File: src/rtl/chnl_cfg_regs.sv
// Host-visible configuration and status registers for three slave channels.
// CTRLn drive the enable/priority/length fields; STATn track FIFO free space.
module chnl_cfg_regs #(
  parameter int unsigned ADDR_WIDTH = 8,
  parameter int unsigned DATA_WIDTH = 32,
  parameter logic        RST_EN     = 1'b1,
  parameter logic [1:0]  RST_PRIO   = 2'd3,
  parameter logic [2:0]  RST_LEN    = 3'd0
) (
  input  logic                  clk,
  input  logic                  rstn,
  input  logic [1:0]            cmd,
  input  logic [ADDR_WIDTH-1:0] cmd_addr,
  input  logic [DATA_WIDTH-1:0] cmd_data_i,
  output logic [DATA_WIDTH-1:0] cmd_data_o,
  output logic                  cmd_err,
  input  logic [7:0]            slv0_avail,
  input  logic [7:0]            slv1_avail,
  input  logic [7:0]            slv2_avail,
  output logic                  slv0_en,
  output logic                  slv1_en,
  output logic                  slv2_en,
  output logic [1:0]            slv0_prio,
  output logic [1:0]            slv1_prio,
  output logic [1:0]            slv2_prio,
  output logic [2:0]            slv0_len,
  output logic [2:0]            slv1_len,
  output logic [2:0]            slv2_len
);

  localparam logic [1:0] CmdRd = 2'b01;
  localparam logic [1:0] CmdWr = 2'b10;

  // CTRL layout: {len[2:0], prio[1:0], en}
  localparam logic [5:0] RstCtrl = {RST_LEN, RST_PRIO, RST_EN};

  logic [2:0][5:0]        ctrl_q, ctrl_d;
  logic [2:0][7:0]        stat_q;
  logic [DATA_WIDTH-1:0]  rdata_q, rdata_d;
  logic                   err_q, err_d;
  logic                   is_wr, is_rd;
  logic                   ctrl_hit, stat_hit;
  logic [1:0]             idx;
  logic                   unused_wdata;

  assign unused_wdata = ^cmd_data_i[DATA_WIDTH-1:6];

  always_comb begin
    is_wr    = (cmd == CmdWr);
    is_rd    = (cmd == CmdRd);
    ctrl_hit = 1'b0;
    stat_hit = 1'b0;
    idx      = 2'd0;
    for (int i = 0; i < 3; i++) begin
      if (cmd_addr == ADDR_WIDTH'(4 * i)) begin
        ctrl_hit = 1'b1;
        idx      = 2'(i);
      end
      if (cmd_addr == ADDR_WIDTH'(16 + 4 * i)) begin
        stat_hit = 1'b1;
        idx      = 2'(i);
      end
    end
  end

  always_comb begin
    ctrl_d  = ctrl_q;
    rdata_d = rdata_q;
    err_d   = 1'b0;
    if (is_wr) begin
      if (ctrl_hit) begin
        ctrl_d[idx] = cmd_data_i[5:0];
      end else begin
        // STAT is read-only; writes to it or unmapped space only flag an error
        err_d = 1'b1;
      end
    end else if (is_rd) begin
      if (ctrl_hit) begin
        rdata_d = DATA_WIDTH'(ctrl_q[idx]);
      end else if (stat_hit) begin
        rdata_d = DATA_WIDTH'(stat_q[idx]);
      end else begin
        rdata_d = '0;
        err_d   = 1'b1;
      end
    end
  end

  always_ff @(posedge clk or negedge rstn) begin
    if (!rstn) begin
      ctrl_q  <= {3{RstCtrl}};
      stat_q  <= '0;
      rdata_q <= '0;
      err_q   <= 1'b0;
    end else begin
      ctrl_q  <= ctrl_d;
      stat_q  <= {slv2_avail, slv1_avail, slv0_avail};
      rdata_q <= rdata_d;
      err_q   <= err_d;
    end
  end

  assign cmd_data_o = rdata_q;
  assign cmd_err    = err_q;

  assign slv0_en   = ctrl_q[0][0];
  assign slv1_en   = ctrl_q[1][0];
  assign slv2_en   = ctrl_q[2][0];
  assign slv0_prio = ctrl_q[0][2:1];
  assign slv1_prio = ctrl_q[1][2:1];
  assign slv2_prio = ctrl_q[2][2:1];
  assign slv0_len  = ctrl_q[0][5:3];
  assign slv1_len  = ctrl_q[1][5:3];
  assign slv2_len  = ctrl_q[2][5:3];

endmodule
File: config.mk
export PLATFORM = sky130hd
export DESIGN_NAME = chnl_cfg_regs
export DESIGN_NICKNAME = d
export VERILOG_FILES = /design/src/rtl/chnl_cfg_regs.sv
export SDC_FILE = /design/constraint.sdc
export NUM_CORES = 1
export LEC_CHECK = 0
export CORE_MARGIN = 4
export CORE_UTILIZATION = 43
export DETAILED_ROUTE_END_ITERATION = 10
export MAX_ROUTING_LAYER = met4
export PLACE_DENSITY = 0.89
export SETUP_SLACK_MARGIN = 0.4
export SYNTH_ARGS = -nofsm -noshare
export SYNTH_HDL_FRONTEND = slang
export SYNTH_SLANG_ARGS = --single-unit
File: constraint.sdc
create_clock -name clk -period 3 [get_ports clk]
set_clock_uncertainty 0.15 [all_clocks]
set_input_delay 0.3 -clock clk [delete_from_list [all_inputs] [get_ports clk]]
set_output_delay 0.3 -clock clk [all_outputs]
set_load 0.01 [all_outputs]
Yosys cells after proc, flatten, opt, wreduce, memory -nomap -nowiden

Cells that the tools add are included.

Order comparisons: 2
Equal/unequal tests: 7
Multiplexer cells: 24
Bitwise logic cells: 1
Reductions and logical operators: 4

Operator list:

| kind                                                        | number |
|---|---|
| == test 8 x 5 -> 1 bit (second input constant)              | 3 |
| two-way mux 8 bit                                           | 3 |
| bitwise mux 18 bit                                          | 1 |
| binary-select mux 8 bit (select 2 bit)                      | 1 |
| binary-select mux 6 bit (select 2 bit)                      | 1 |
| demux 6 bit (select 2 bit)                                  | 1 |
| two-way mux 1 bit                                           | 12 |
| two-way mux 6 bit                                           | 2 |
| == test 8 x 3 -> 1 bit (second input constant)              | 1 |
| == test 8 x 4 -> 1 bit (second input constant)              | 1 |
| logical NOT 8 bit                                           | 1 |
| two-way mux 2 bit                                           | 3 |
| AND reduction 2 bit                                         | 2 |
| less-than comparator 2 x 3 -> 1 bit (second input constant) | 1 |
| == test 2 x 1 -> 1 bit (second input constant)              | 1 |
| == test 2 bit (second input constant)                       | 1 |
| >= comparator 2 x 1 -> 1 bit (second input constant)        | 1 |
| logical AND 1 bit                                           | 1 |
| NOT 1 bit                                                   | 1 |

Register bits: 75
Input bits: 68
Output and inout bits: 51
Word-level logic and storage cells: 46

Depth between registers and ports, before layout

Gate-level depths: netlist of the first run.

Word-level depth: 10
Mapped depth: 6
Mapped depth without buffers: 4

Least setup slack after synthesis of the first run

No wires, ideal clock.

Kind: input to register
Start: input port cmd_addr[5]
End: register ctrl_q, in the netlist slv1_len[0]
Setup time: 0.125 ns
Arrival time: 1.706 ns
Data required time: 2.725 ns
Path slack: 1.019 ns
Stages on the path: 5
Buffers on the path: 1
Path through: or3_4 -> nor4_4 -> or3b_1 -> buf_6 -> mux2_4

Cells in the longest elaborated chain, start to end: 10
Elaborated cells between the ends (all ways): 19
Those cells by class: order compare: 2; eq/ne: 4; mux: 10; reduce/logical: 3

Ends and longest elaborated chain:

| what                                                                                                             | line | RTL |
|---|---|---|
| start: declaration                                                                                               | 13   | `input logic [ADDR_WIDTH-1:0] cmd_addr,` |
| == test 8 x 3 -> 1 bit                                                                                           | 55   | `if (cmd_addr == ADDR_WIDTH'(4 * i)) begin` |
| two-way mux 1 bit                                                                                                | 55   |  |
| two-way mux 2 bit                                                                                                | 59   | `if (cmd_addr == ADDR_WIDTH'(16 + 4 * i)) begin` |
| two-way mux 2 bit                                                                                                | 55   |  |
| two-way mux 2 bit                                                                                                | 59   |  |
| less-than comparator 2 x 3 -> 1 bit (implied by the code) / >= comparator 2 x 1 -> 1 bit (equally long branches) | 72   | `ctrl_d[idx] = cmd_data_i[5:0];` |
| logical AND 1 bit (implied by the code)                                                                          | 72   |  |
| two-way mux 6 bit (implied by the code)                                                                          | 72   |  |
| demux 6 bit (select 2 bit)                                                                                       | 72   |  |
| bitwise mux 18 bit                                                                                               | 72   |  |
| end signal: assignment                                                                                           | 91   | `ctrl_q <= {3{RstCtrl}};` |
| end signal: assignment                                                                                           | 96   | `ctrl_q <= ctrl_d;` |
| end: declaration                                                                                                 | 37   | `logic [2:0][5:0] ctrl_q, ctrl_d;` |

Parallel ways exist; a longest one is shown, timed or not.
A chain may end at the register's enable or synchronous reset.

Worst setup path after layout of the first run

Start: input port cmd_addr[5]
End: register ctrl_q, in the netlist slv1_len[1]

Same word-level chain as after synthesis.

==> metrics.md, run 1 <==
| Metric | Value |
|---|---|
| Maximum vdd ir drop | `338 µV` |
| Gr busiest metal | `met2` |
| Max Cap Violations | `0` |
| Largest net degree at the start of global routing | `between 50 and 60` |
| # nets final | `roughly 330` |
| Cell area after synthesis | `~2400 µm²` |
| Post-synth top area share | `0.439` |
| Final HPWL DP | `4120 µm` |
| CTS Hold Bufs | `0` |
| Pwr/cell area | `411 nW/µm²` |
| Reg-to-reg startpoint | `stat_q[0]` |
| Post_cts resized | `0` |
| Max stage delay on crit path | `0.58 ns` |
| Clk Tree Root Cell | `clkbuf_8` |
| Vias in the first global route | `1,799` |
| Share of layout cells above drive strength 1 | `0.173` |
| Max transition margin | `0.284` |
| GRT Resource Usage Total | `0.177` |
| Ant. Diodes | `0` |
| Slew Viols, Final | `0` |
| Finish-stage setup viols | `0` |
| Worst-path cell chain | `clkdlybuf4s50_1, or3_4, nor4_4, or3b_1, mux2_4` |
| Drt drc | `0` |
| CP arrival | `between 2 and 2.5 ns` |
| Wirelength per Cell | `roughly 16 µm` |
| Syn. warnings | `0` |
| 1st-pass router iterations | `4` |
| Post-Syn Instances | `202` |
| Via count | `1,761` |
| RSZ-0062 raised after global routing | `false` |
| Mean post-synth cell area | `11.9 µm²` |
| Hold_ws | `about 0.046 ns` |
| Clk_lat worst skew | `0.30 ns` |
| Number of setup buffers added after CTS | `0` |
| Mux share of post-synthesis cell area | `0.129` |
| Antenna Violating Nets Remaining | `0` |
| Total placed cells including tap cells | `328` |
| Largest area contributor in the netlist | `dfrtp_1` |
| Worst setup margin | `between 0.6 and 0.7 ns` |
| Worst setup path category | `primary input to flip-flop` |
| Seq/Total Area, Yosys | `0.537` |
| Synth area leaders | `dfrtp_1, dfstp_2, buf_4` |
| Leak | `1.31 nW` |
| First-pass GRT wire length | `8710 µm` |
| Ports | `approximately 120` |
| # clock sinks | `51` |
| Area growth syn-to-layout | `29.8%` |
| Via/cell ratio | `5.24` |
| Top-count cell post-synth | `dfrtp_1` |
| Post-synth top flop | `dfrtp_1` |
| Congestion Overflow GR | `0` |
| CTS tree | `done` |
| Final wirelength | `5480 µm` |
| Min Tclk post-route | `2.39 ns` |
| Buf+Inv Stages, Crit Path | `1` |
| CP Max Fanout | `22` |
| Die Y | `~83 µm` |
| Largest family of logic cells by synthesized area | `simple AND/OR/NAND/NOR gates` |
| Outcome | `finished, final reports clean` |
| Top post-synthesis cells by count | `dfrtp_1, buf_4, nor4_1` |
| Compound-Gate Fraction of Synth Area | `0.0930` |
| Std-Cell Rows | `26` |
| GRT met3 Usage | `0.0553` |
| Number of fillers in the final layout | `442` |
| Die area | `6830 µm²` |
| Critical Path RT | `3.04 ns` |
| Max Clk Rate | `418 MHz` |
| Synth cell types | `38` |
| H-tree levels | `2` |
| Worst Tran Pin Value | `1.07 ns` |
| Critical path startpoint | `cmd_addr[5]` |
| Tcrit/Tclk final | `0.798` |
| CTS Buffer Depth | `2` |
| Register bit total from synthesis | `51` |
| Ys async rst share | `1.00` |
| CP max stage cell | `or3b_1` |
| Top cell family by delay on the critical path | `simple AND/OR/NAND/NOR gates` |
| CTS Buf Count | `5` |
| IO buf count | `between 60 and 70` |
| Post-synthesis simple-gate area fraction | `0.130` |
| Adder-Cell Fraction of Synth Area | `0` |
| Met2 Track Usage GR | `0.278` |
| Iter 0 DRT Violations | `90` |
| Total negative slack | `0 ns` |
| Die X | `82.6 µm` |
| Hold Crit Class | `primary input to asynchronous set/reset pin` |
| Initial core utilization | `0.457` |
| Clk slew on worst S/H paths | `0.08 ns` |
| Pre-CTS setup slack | `between 0.2 and 0.3 ns` |
| Element type at the critical path end | `flip-flop` |
| Post-route core utilization | `0.594` |
| Core area | `around 5200 µm²` |
| Fin. Hold Viols | `0` |
| CP Launch Type | `primary input` |
| XOR/XNOR Fraction of Synth Area | `0` |
| Initial antenna violation count | `0` |
| Met1 global-route usage | `0.218` |
| EDFF count, synth | `0` |
| Fin cells | `between 300 and 400` |
| Final GP Congestion | `0.783` |
## layout by cell type, fill, tap and decap left out, types with 2 or more instances in the layout
cell,n
nand3b_1,2
mux2_4,6
o21ai_0,16
mux2i_1,5
and2_1,5
dfstp_2,9
clkdlybuf4s50_1,67
nor2_1,10
nor4_1,18
mux2_2,13
dfrtp_1,42
clkbuf_8,5
nor3_1,2
nand2_1,3
buf_4,4
inv_1,3
conb_1,24
o32a_1,5
nand2b_1,2
a211oi_1,5
## path summary, 6_finish.rpt
path / to / slack, ns / cells past startpoint
worst max-delay path: slv1_len[1] / 0.61 / 5
worst min-delay path: slv1_len[1] / 0.05 / 1
worst max register to register: cmd_data_o[0] / 1.55 / 3
worst min register to register: cmd_data_o[1] / 0.33 / 2
max in group asynchronous: stat_q[17] / 1.99 / 1
min in group clk: stat_q[15] / 0.28 / 1
## metal layers
metal	share of wire	routed length, µm	vias to the layer above
met1	0.39	2140	861
met5	0	0	-
met2	0.50	2760	81
met4	0.015	82	0
li1	-	-	811
met3	0.092	505	8
## report_power, final
| group | internal (W) | switching [W] |
|---|---|---|
| Combinational | 0.0000895 | 0.0000849 |
| Sequential | 0.000715 | 0.0000121 |
| Clock | 0.000163 | 0.000212 |
## logic make-up after synthesis
logic type,count (synthesis)
AO/OA/AOI/OAI,33
buffers and inverters,42
flip-flops,51
multiplexers,25
other,1
AND/OR/NAND/NOR,50
## state kept, by name, summed over array words and instances (netlist names), 2 cells and up
signal      cells
slv0_len        3
stat_q         24
slv0_prio       2
slv2_prio       2
slv2_len        3
slv1_len        3
cmd_data_o      8
slv1_prio       2
## through the flow
step / area, µm² / power, W
floorplan: 2480 / 0.000835
global placement: 3030 / 0.000910
detailed placement: 3030 / 0.000915
CTS: 3110 / 0.00129
global route: 3110 / 0.00134
finish: 3110 / 0.00128
## layout make-up
| type | count | area (µm²) | share of cell area |
|---|---|---|---|
| timing repair buffer | 72 | 706 | 0.227 |
| inverter | 3 | 11.3 | 0.00362 |
| clock inverter | 2 | 12.5 | 0.00402 |
| clock buffer | 6 | 72.6 | 0.0233 |
| multi-input combinational | 132 | 933 | 0.300 |
| sequential | 51 | 1290 | 0.414 |
| tap | 70 | 87.6 | 0.0282 |
No activity file was read; power rests on OpenSTA's default activity.
==> run 2: changes to the inputs <==
- CORE_UTILIZATION: 43 -> 40
- PLACE_DENSITY: 0.89 -> 0.84
- clock period: 3 -> 2.5 ns (I/O delays scaled with it)
==> metrics.md, run 2 (same netlist as run 1, synthesis figures left out) <==
| Metric | Value |
|---|---|
| Area growth syn-to-layout | `32.5%` |
| # clock sinks | `51` |
| CP Launch Type | `primary input` |
| Final HPWL DP | `4150 µm` |
| Initial antenna violation count | `0` |
| Slew Viols, Final | `0` |
| Via/cell ratio | `slightly above 5` |
| Leak | `around 1.3 nW` |
| Clk slew on worst S/H paths | `0.09 ns` |
| Outcome | `finished, final reports clean` |
| Std-Cell Rows | `27` |
| Register area | `1290 µm²` |
| CP Max Fanout | `20` |
| Antenna Violating Nets Remaining | `0` |
| Area occupied by multi-input gates | `between 900 and 1000 µm²` |
| Hold_ws | `0.228 ns` |
| Iter 0 DRT Violations | `88` |
| Worst r2r dst | `cmd_data_o[0]` |
| Tcrit/Tclk final | `0.823` |
| Reg-to-reg startpoint | `slv0_en` |
| Worst setup path category | `primary input to flip-flop` |
| GRT met3 Usage | `0.0476` |
| Commonest non-fill, non-tap cells in the layout | `clkdlybuf4s50_1, dfrtp_1, conb_1` |
| Total negative slack | `0 ns` |
| Initial core utilization | `0.425` |
| Hold Crit Class | `primary input to flip-flop` |
| Element type at the critical path end | `flip-flop` |
| Finish-stage setup viols | `0` |
| Top cell family by delay on the critical path | `simple AND/OR/NAND/NOR gates` |
| 1st-pass router iterations | `5` |
| Number of setup buffers added after CTS | `0` |
| Max stage delay on crit path | `0.51 ns` |
| Final wirelength | `5640 µm` |
| Worst Setup EP | `cmd_data_o[6]` |
| Critical Path RT | `~2.6 ns` |
| RSZ-0062 raised after global routing | `false` |
| Number of fillers in the final layout | `482` |
| # nets final | `339` |
| CTS Buf Count | `5` |
| Share of layout cells above drive strength 1 | `0.196` |
| Pwr/cell area | `just under 500 nW/µm²` |
| Final GP Congestion | `0.805` |
| Worst R2R Setup Slack | `roughly 1.1 ns` |
| Worst setup margin | `0.444 ns` |
| Post-DP Area | `slightly above 3000 µm²` |
| Die X | `between 80 and 90 µm` |
| Maximum vdd ir drop | `316 µV` |
| Most common cell after layout, fill and taps aside | `clkdlybuf4s50_1` |
| Critical path depth | `6` |
| CP max stage cell | `or3b_2` |
| Fin. Hold Viols | `0` |
| H-tree levels | `2` |
| CTS Buffer Depth | `2` |
| Congestion Overflow GR | `0` |
| Vias in the first global route | `1,769` |
| Gr busiest metal | `met2` |
| Buf+Inv Stages, Crit Path | `2` |
| Pre-CTS setup slack | `0.0732 ns` |
| First-pass GRT wire length | `roughly 9100 µm` |
| Die Y | `85.4 µm` |
| Post-route core utilization | `0.563` |
| Drt drc | `0` |
| Max transition margin | `0.562` |
| Wirelength per Cell | `16.4 µm` |
| CP arrival | `~2.2 ns` |
| Max Cap Violations | `0` |
| Final instance area | `between 3000 and 4000 µm²` |
| Clk Tree Root Cell | `clkbuf_8` |
| Met2 Track Usage GR | `0.271` |
| Max Clk Rate | `486 MHz` |
| Max FFs per register | `24` |
| Ports | `119` |
| Min Tclk post-route | `2.06 ns` |
| Largest net degree at the start of global routing | `52` |
| Top reg by flops | `stat_q` |
| Met1 global-route usage | `0.197` |
| Worst Tran Pin Value | `0.656 ns` |
| Die area | `around 7300 µm²` |
| FF-to-FF path depth | `3` |
| GRT Resource Usage Total | `0.163` |
| Worst-path cell chain | `clkdlybuf4s50_1, or3_4, buf_4, or3b_2, nor3_2, a22o_1` |
| Clk_lat worst skew | `0.30 ns` |
| IO buf count | `68` |
| Via count | `1,750` |
| Core area | `5640 µm²` |
| Critical path startpoint | `cmd_addr[5]` |
| CTS tree | `done` |
| Ant. Diodes | `0` |
-- run 2: routing by layer --
layer / wire length (µm) / vias up / share of wire
li1: - / 816 / -
met1: 2360 / 841 / 0.42
met2: 2740 / 86 / 0.49
met3: 485 / 7 / 0.086
met4: 58 / 0 / 0.010
met5: 0 / - / 0
-- run 2: area by class of cell --
class | instances | share of cell area
clock buffer | 6 | 0.0260
clock inverter | 1 | 0.00158
inverter | 3 | 0.00355
multi-input combinational | 132 | 0.297
sequential | 51 | 0.405
tap | 72 | 0.0284
timing repair buffer | 78 | 0.238
-- run 2: repair_timing --
| action | 4_1_cts | 5_1_grt |
|---|---|---|
| setup endpoints to repair | 6 | 7 |
| cloned | 0 | 0 |
| hold buffers | 1 | 0 |
| endpoints found under the hold margin | 42 | 0 |
| resized for setup | 2 | 2 |
| pin swaps | 0 | 1 |
-- run 2: report_power, final --
group          internal, W  switching, W
sequential        0.000858     0.0000143
combinational     0.000113      0.000104
clock             0.000218      0.000257
-- run 2: per-stage QoR --
step	power, W	instances
floorplan	0.00100	225
global placement	0.00110	335
detailed placement	0.00110	335
CTS	0.00157	343
global route	0.00163	343
finish	0.00156	343
-- run 2: how the worst min path moves through the flow --
stage / from / end / slack (ns) / depth (start not counted)
finish: slv0_avail[4] / stat_q[4] / 0.23 / 1
global route: slv1_avail[2] / stat_q[10] / 0.22 / 1
CTS: slv0_avail[4] / stat_q[4] / 0.22 / 1
detailed placement: rstn / stat_q[0] / 0.24 / 2
global placement: rstn / stat_q[16] / 0.23 / 2
floorplan: rstn / cmd_data_o[0] / -0.20 / 0
==> run 3: changes to the inputs <==
- CORE_UTILIZATION: 40 -> 36
- PLACE_DENSITY: 0.84 -> 0.8
- clock period: 2.5 -> 1.8 ns (I/O delays scaled with it)
==> metrics.md, run 3 (same netlist as run 1, synthesis figures left out) <==
| Metric | Value |
|---|---|
| Outcome | `finished, final reports clean` |
| Via/cell ratio | `5.06` |
| Iter 0 DRT Violations | `52` |
| Congestion Overflow GR | `0` |
| Element type at the critical path end | `flip-flop` |
| Slew Viols, Final | `0` |
| Final HPWL DP | `4470 µm` |
| Core area | `6420 µm²` |
| CTS Buf Count | `5` |
| Max Clk Rate | `615 MHz` |
| Die area | `8020 µm²` |
| Via count | `1,929` |
| Ports | `119` |
| Antenna Violating Nets Remaining | `0` |
| Die X | `89.6 µm` |
| CP Launch Type | `primary input` |
| Largest net degree at the start of global routing | `27` |
| Top reg by flops | `stat_q` |
| Pwr/cell area | `664 nW/µm²` |
| Most common cell after layout, fill and taps aside | `dfrtp_1` |
| Worst Tran Pin Value | `0.568 ns` |
| GRT Resource Usage Total | `0.168` |
| Max FFs per register | `24` |
| Clk Tree Root Cell | `clkbuf_8` |
| Wirelength per Cell | `17.1 µm` |
| Min Tclk post-route | `1.63 ns` |
| Commonest non-fill, non-tap cells in the layout | `dfrtp_1, buf_4, clkdlybuf4s50_1` |
| Share of layout cells above drive strength 1 | `0.401` |
| FF-to-FF path depth | `4` |
| # nets final | `371` |
| Final GP Congestion | `0.867` |
| RSZ-0062 raised after global routing | `true` |
| Fin. Hold Viols | `0` |
| Std-Cell Rows | `29` |
| Area growth syn-to-layout | `49.2%` |
| Hold Crit Class | `primary input to flip-flop` |
| Vias in the first global route | `1,934` |
| 1st-pass router iterations | `4` |
| Leak | `about 1.7 nW` |
| Max transition margin | `0.621` |
| CP arrival | `1.68 ns` |
| Die Y | `roughly 90 µm` |
| Clk_lat worst skew | `between 0.3 and 0.4 ns` |
| # clock sinks | `51` |
| Total power | `0.00238 W` |
| Initial core utilization | `0.373` |
| Maximum vdd ir drop | `427 µV` |
| Initial antenna violation count | `0` |
| Final wirelength | `6530 µm` |
| Finish-stage setup viols | `0` |
| Ant. Diodes | `0` |
| CTS tree | `done` |
| Post-route core utilization | `0.557` |
| Pre-CTS setup slack | `-0.627 ns` |
| Worst-path cell chain | `buf_6, or3_4, nor4_4, or3b_4, mux2_4` |
| Clk slew on worst S/H paths | `0.09 ns` |
| Tcrit/Tclk final | `0.904` |
| Max Cap Violations | `0` |
| First-pass GRT wire length | `9600 µm` |
| Worst setup margin | `0.173 ns` |
| CTS Buffer Depth | `2` |
| Worst setup path category | `primary input to flip-flop` |
| Hold_ws | `0.148 ns` |
| IO buf count | `between 60 and 70` |
| CP Max Fanout | `6` |
| Hold path depth | `1` |
| Max stage delay on crit path | `0.50 ns` |
| H-tree levels | `2` |
| CP max stage cell | `or3b_4` |
| Drt drc | `0` |
| Critical Path RT | `1.85 ns` |
==> run 3: cell types whose count changed in the layout (fill, tap and decap cells not counted), sizes merged <==
cell and delta:
clkdlybuf4s50 -35, clkinv +1, bufinv +1, buf +46, dlygate4sd2 +20, clkdlybuf4s15 +1
clkbuf -1
==> run 3: critical path, delay by kind of cell <==
kind                   cells  cell delay [ns]
AND/OR/NAND/NOR            3             1.09
buffers and inverters      1             0.09
multiplexers               1             0.32
==> run 3: what timing repair did <==
item	CTS	global route
hold buffers	1	0
setup endpoints to repair	54	23
pin swaps	16	6
resized for setup	118	10
hold endpoints to repair	14	0
gates cloned	0	1
buffers inserted	16	1
==> run 3: report_power, final <==
part           internal (W)  switching, W  total [W]
clock network      0.000414      0.000384   0.000798
registers           0.00119     0.0000212    0.00121
logic              0.000184      0.000180   0.000365
total               0.00179      0.000585    0.00238
==> run 3: metrics by stage <==
step                setup TNS [ns]  area (µm²)  cells
finish                           0        3570    381
global route                     0        3570    381
CTS                              0        3520    379
detailed placement          -11.87        3180    354
global placement            -10.93        3180    354
floorplan                   -0.241        2490    225
==> run 3: layer usage <==
layer  part of all wire  routed length (µm)  global-route usage  up-vias
met3              0.085                 555              0.0575        9
met1               0.41                2660               0.200      954
li1                   -                   -                   -      883
met5                  0                   0                   -        -
met4              0.013                  85              0.0325        0
met2               0.49                3230               0.278       83
==> run 3: path summary, 6_finish.rpt <==
check / from / endpoint / slack (ns)
max: cmd_addr[7] / slv1_len[0] / 0.17
min: slv2_avail[2] / stat_q[18] / 0.15
max reg2reg: slv0_prio[1] / cmd_data_o[2] / 0.37
min reg2reg: cmd_data_o[7] / cmd_data_o[7] / 0.34
max in group asynchronous: rstn / stat_q[4] / 0.65
min in group asynchronous: rstn / stat_q[0] / 0.25
==> run 3: cell type report <==
class / instances / area [µm²]
Clock buffer: 5 / 68.8
Clock inverter: 3 / 43.8
Fill cell: 572 / 2850
Inverter: 3 / 11.3
Multi-Input combinational cell: 132 / 1120
Sequential cell: 51 / 1290
Tap cell: 77 / 96.3
Timing Repair Buffer: 110 / 942
